File: src/rtl/vector_store_unit.sv
// vector_store_unit: serialises one VLEN-element vector onto a valid/ready write port (rev 1.0).
// Optional VSTORE_MASK_EN adds a per-element write mask latched with start.
`default_nettype none

module vector_store_unit #(
  parameter  int VLEN   = 8,
  parameter  int EWIDTH = 32,
  parameter  int AWIDTH = 16,
  localparam int VLW    = $clog2(VLEN + 1)
) (
  input  logic                   clk,
  input  logic                   rst,
  input  logic                   start,
  input  logic [EWIDTH*VLEN-1:0] src_data,
  input  logic [AWIDTH-1:0]      base_addr,
  input  logic [AWIDTH-1:0]      stride,
  input  logic [VLW-1:0]         vl,
`ifdef VSTORE_MASK_EN
  input  logic [VLEN-1:0]        mask,
`endif
  output logic                   busy,
  output logic                   done,
  output logic                   mem_valid,
  input  logic                   mem_ready,
  output logic [AWIDTH-1:0]      mem_addr,
  output logic [EWIDTH-1:0]      mem_wdata,
  output logic                   mem_last
);

  typedef enum logic [1:0] {
    S_IDLE = 2'd0,
    S_SEND = 2'd1,
    S_FIN  = 2'd2
  } state_t;

  state_t                 r_state;
  state_t                 w_next;
  logic [EWIDTH*VLEN-1:0] r_data;
  logic [AWIDTH-1:0]      r_addr;
  logic [AWIDTH-1:0]      r_stride;
  logic [VLW-1:0]         r_idx;
  logic [VLW-1:0]         r_evl;
  logic [VLW-1:0]         r_last_idx;
  logic [VLW-1:0]         w_evl;
  logic [VLW-1:0]         w_last_idx;
  logic                   w_accept;
  logic                   w_beat_en;
  logic                   w_adv;

  assign w_evl    = (vl > VLW'(VLEN)) ? VLW'(VLEN) : vl;
  assign w_accept = (r_state == S_IDLE) && start;

`ifdef VSTORE_MASK_EN
  logic [VLEN-1:0] r_mask;

  // Element 0 of the shifted mask always describes the element currently at r_idx.
  assign w_beat_en = r_mask[0];

  always_comb begin
    w_last_idx = '0;
    for (int k = 0; k < VLEN; k++) begin
      if (mask[k] && (VLW'(k) < w_evl)) w_last_idx = VLW'(k);
    end
  end

  always_ff @(posedge clk or posedge rst) begin
    if (rst) begin
      r_mask <= '0;
    end else if (w_accept) begin
      r_mask <= mask;
    end else if (w_adv) begin
      r_mask <= r_mask >> 1;
    end
  end
`else
  assign w_beat_en  = 1'b1;
  assign w_last_idx = w_evl - VLW'(1);
`endif

  assign w_adv     = (r_state == S_SEND) && (!w_beat_en || mem_ready);
  assign busy      = (r_state != S_IDLE);
  assign done      = (r_state == S_FIN);
  assign mem_valid = (r_state == S_SEND) && w_beat_en;
  assign mem_last  = mem_valid && (r_idx == r_last_idx);
  assign mem_addr  = r_addr;
  assign mem_wdata = r_data[EWIDTH-1:0];

  always_ff @(posedge clk or posedge rst) begin
    if (rst) r_state <= S_IDLE;
    else     r_state <= w_next;
  end

  always_comb begin
    w_next = r_state;
    case (r_state)
      S_IDLE: if (start) w_next = (w_evl == '0) ? S_FIN : S_SEND;
      S_SEND: if (w_adv && (r_idx == r_evl - VLW'(1))) w_next = S_FIN;
      S_FIN:  w_next = S_IDLE;
      default: w_next = S_IDLE;
    endcase
  end

  // The vector is shifted down one element per slot so the beat data is always the low element.
  always_ff @(posedge clk or posedge rst) begin
    if (rst) begin
      r_data     <= '0;
      r_addr     <= '0;
      r_stride   <= '0;
      r_idx      <= '0;
      r_evl      <= '0;
      r_last_idx <= '0;
    end else if (w_accept) begin
      r_data     <= src_data;
      r_addr     <= base_addr;
      r_stride   <= stride;
      r_idx      <= '0;
      r_evl      <= w_evl;
      r_last_idx <= w_last_idx;
    end else if (w_adv) begin
      r_data     <= r_data >> EWIDTH;
      r_addr     <= r_addr + r_stride;
      r_idx      <= r_idx + VLW'(1);
    end
  end

endmodule

`default_nettype wire

File: config.mk
export PLATFORM = sky130hd
export DESIGN_NAME = vector_store_unit
export DESIGN_NICKNAME = d
export VERILOG_FILES = /design/src/rtl/vector_store_unit.sv
export SDC_FILE = /design/constraint.sdc
export NUM_CORES = 1
export LEC_CHECK = 0
export BUFFER_PORTS_ARGS = -buffer_cell sky130_fd_sc_hd__buf_4
export CAP_MARGIN = 10
export CORE_UTILIZATION = 37
export CTS_BUF_LIST = sky130_fd_sc_hd__clkbuf_16
export DETAILED_ROUTE_END_ITERATION = 7
export MAX_ROUTING_LAYER = met4
export PLACE_DENSITY = 0.64
export SYNTH_ARGS = -nofsm -noshare
export SYNTH_HDL_FRONTEND = slang
export SYNTH_SLANG_ARGS = --single-unit
File: constraint.sdc
create_clock -name clk -period 11.5 [get_ports clk]
set_input_delay 2.3 -clock clk [delete_from_list [all_inputs] [get_ports clk]]
set_output_delay 2.3 -clock clk [all_outputs]
set_load 0.05 [all_outputs]
==> flow_summary.yaml <==
final_layout:
  fin_nets: 1980
  final_layout_size_suffix_gt1_frac: 0.249
  finalNonFillerCells: 2158
  seqCellArea_mm2: 0.00756
  syn_to_final_growth_pct: 27.7
  nFillCells: 3449
  multi_input_area_mm2: 0.00518
critical_path:
  end_kind: "output port"
  path_class: "reg -> out"
  cpPeakStageDelay_ns: 0.50
  crit_required_ns: 9.20
  path_max_fanout: 7
  worst-path-buf-inv: 1
  start_kind: "flop"
  cpLargestDelayFamily: "simple AND/OR/NAND/NOR gates"
  crit_path_cell_trace: "nor2b_1 > o221ai_1 > nor4_1 > buf_4"
  cp.arrival_ns: 2.25
  slowest_stage: "nor2b_1"
cts:
  insertion_delay_ns: 0.50
  cts_root_buf: "clkbuf_16"
  cts_tree: "built"
  cts_buffers: 35
  cts_resized: 0
  clockBufferDepth: 3
  postCtsHoldBufs: 0
  post_cts_buffers: 0
  cts_sinks: 302
  cts_max_level: 2
  clk_pin_slew_ns: 0.06
yosys:
  synth_cell_type_count: 49
  synthDominantCellAreaShare: 0.561
  netlist_area_mm2: 0.0135
  synthTopCellsByArea: "dfrtp_1 (56%), nand2_1 (13%), a22oi_1 (11%)"
  synth_area_per_cell_um2: 9.62
  synth-seq-area-share: 0.561
  synthFlopType: "dfrtp_1"
  yosys.area.top_type: "dfrtp_1"
  synth-seq-cells: 302
  async_reset_ff_frac: 1.00
  yosys_warnings: 0
  syn-num-nets: 1714
  syn_inst: 1399
  synth-edff-count: 0
global_routing:
  gr-total-overflow: 0
  grt_start_max_net_pins: 226
  grt_use_total: 0.210
  antenna_found_initial: 7
  grt_pass1_vias: 10900
  grt_first_pass_wirelength_um: 59500
status:
  status: "finished with violations"
  violations: "design-rule violations"
route:
  drt_iter0_markers: 746
  drt-pass1-iter-count: 7
  vias: 11000
  vias_per_cell: 5.08
  totalWireLength_um: 38100
  routedWlPerCell_um: 17.7
  drcViolationCount: 34
  drtAntennaViolNets: 0
sta:
  hold_violations: 0
  fmax_mhz: 220
  fin_skew_ns: 0.0127
  drv_slew: 0
  fin_setup_tns_ns: 0
  worst_pin_slew_ns: 1.21
  min_period_ns: 4.55
  fin_crit_sh: 0.395
  rsz0062_at_grt: "no"
  setup_viol: 0
  relSlewSlack: 0.190
hold_path:
  hp-class: "reg -> reg"
power:
  power.total_mw: 5.02
  p_per_area_mw_per_mm2: 292
  ir_worst_vdd_uv: 162
  p_leak_nw: 8.75
placement:
  io_buffers: 347
  hpwlAfterDp_um: 25200
  placedCellCount: 2089
  globalplace.congestion: 0.828
floorplanning:
  core-area_mm2: 0.0357
  dieArea_mm2: 0.0371
  die_height_um: 193
  initial_utilization: 0.377
  ios: 348
  die_x_um: 193
  rows: 69
run:
  maxCapViolCount: 0
-- flip-flops by register name, summed over array words and instances (netlist names) --
register    count
r_data        256
mem_addr       16
r_stride       16
r_evl           4
r_idx           4
r_last_idx      4
r_state         2
-- worst register-to-register path: stages (launching register included) --
cell	delay (ns)
dfrtp_1	0.42
nor2b_1	0.50
and2_4	0.69
buf_4	0.87
a22oi_1	0.29
nand2_1	0.12
-- cell usage after synthesis, types with 2 or more instances --
cell / instances
a21oi_1: 23
a22oi_1: 192
nor2_1: 90
clkbuf_1: 25
a21o_1: 7
a22o_1: 34
a31oi_1: 9
xor2_1: 8
buf_1: 15
nand2_1: 480
o21ai_1: 2
dfrtp_1: 302
o22ai_1: 33
nand4_1: 3
inv_1: 6
o21a_1: 2
o211ai_1: 3
and3_1: 5
buf_2: 38
nand2b_1: 2
nor2b_1: 4
xnor2_1: 16
buf_4: 49
and2_1: 2
ha_1: 18
o21ai_0: 8
-- routing by layer --
layer,vias up,track usage,part of all wire
li1,5342,-,-
met1,5232,0.293,0.46
met2,324,0.304,0.45
met3,73,0.0335,0.057
met4,0,0.0793,0.032
met5,-,-,0
-- layout make-up --
cell class,count,share of cell area
inverters,6,0.00175
well taps,461,0.0336
flip-flops and latches,302,0.440
multi-input cells,964,0.301
repair buffers,356,0.158
clock buffers,37,0.0539
diodes,7,0.00102
clock inverters,25,0.0112
-- final timing paths --
path                             startpoint           to  slack (ns)  cells past startpoint
worst max-delay path             r_state[0]     mem_last        6.95                      4
worst min-delay path            r_data[105]  r_data[105]        0.47                      2
worst max register to register   r_state[0]  r_data[101]        8.54                      5
worst min register to register  r_data[105]  r_data[105]        0.47                      2
max in group asynchronous               rst  r_data[112]        8.03                      3
min in group asynchronous               rst     r_evl[1]        1.95                      2
-- power by group --
| part | internal (mW) | switching, mW |
|---|---|---|
| Clock | 0.648 | 0.436 |
| Combinational | 0.767 | 1.28 |
| Sequential | 1.56 | 0.323 |
-- cell usage in the layout (no fill, tap or decap), types with 2 or more instances in the layout --
cell	instances
o21a_1	2
a21o_1	7
a31oi_1	9
nor2_1	90
dfrtp_1	302
buf_4	353
a22o_1	34
buf_12	3
o22ai_1	33
a22oi_1	192
ha_1	18
o21ai_1	2
and3_1	5
clkinv_1	5
nand2b_1	2
o211ai_1	3
nand4_1	3
nand2_1	479
clkbuf_16	37
clkinv_2	9
a21oi_1	23
o21ai_0	8
xnor2_1	16
inv_1	11
nor2b_1	4
diode_2	7
bufinv_16	3
xor2_1	8
-- per-stage QoR --
| stage | setup slack (ns) | instance area (µm²) | hold WS [ns] | util |
|---|---|---|---|---|
| after floorplan | 0.854 | 13500 | 0.447 | - |
| after global placement | 6.92 | 16100 | 0.459 | 0.450 |
| after detailed placement | 6.87 | 16100 | 0.464 | 0.450 |
| after CTS | 6.96 | 17200 | 0.478 | 0.482 |
| after global routing | 6.82 | 17200 | 0.490 | 0.482 |
| final | 6.95 | 17200 | 0.472 | 0.482 |
-- logic make-up (layout without fill, tap and decap cells) --
logic type	after synthesis	count (layout)	synth area share
simple gates	596	596	0.172
buf+inv	133	424	0.0543
fa+ha+maj	19	19	0.0182
other cells	0	7	0
xor+xnor	24	24	0.0156
compound gates	324	324	0.178
flops	302	302	0.561
mux	1	1	0.000744
No activity file was read; power rests on OpenSTA's default activity.
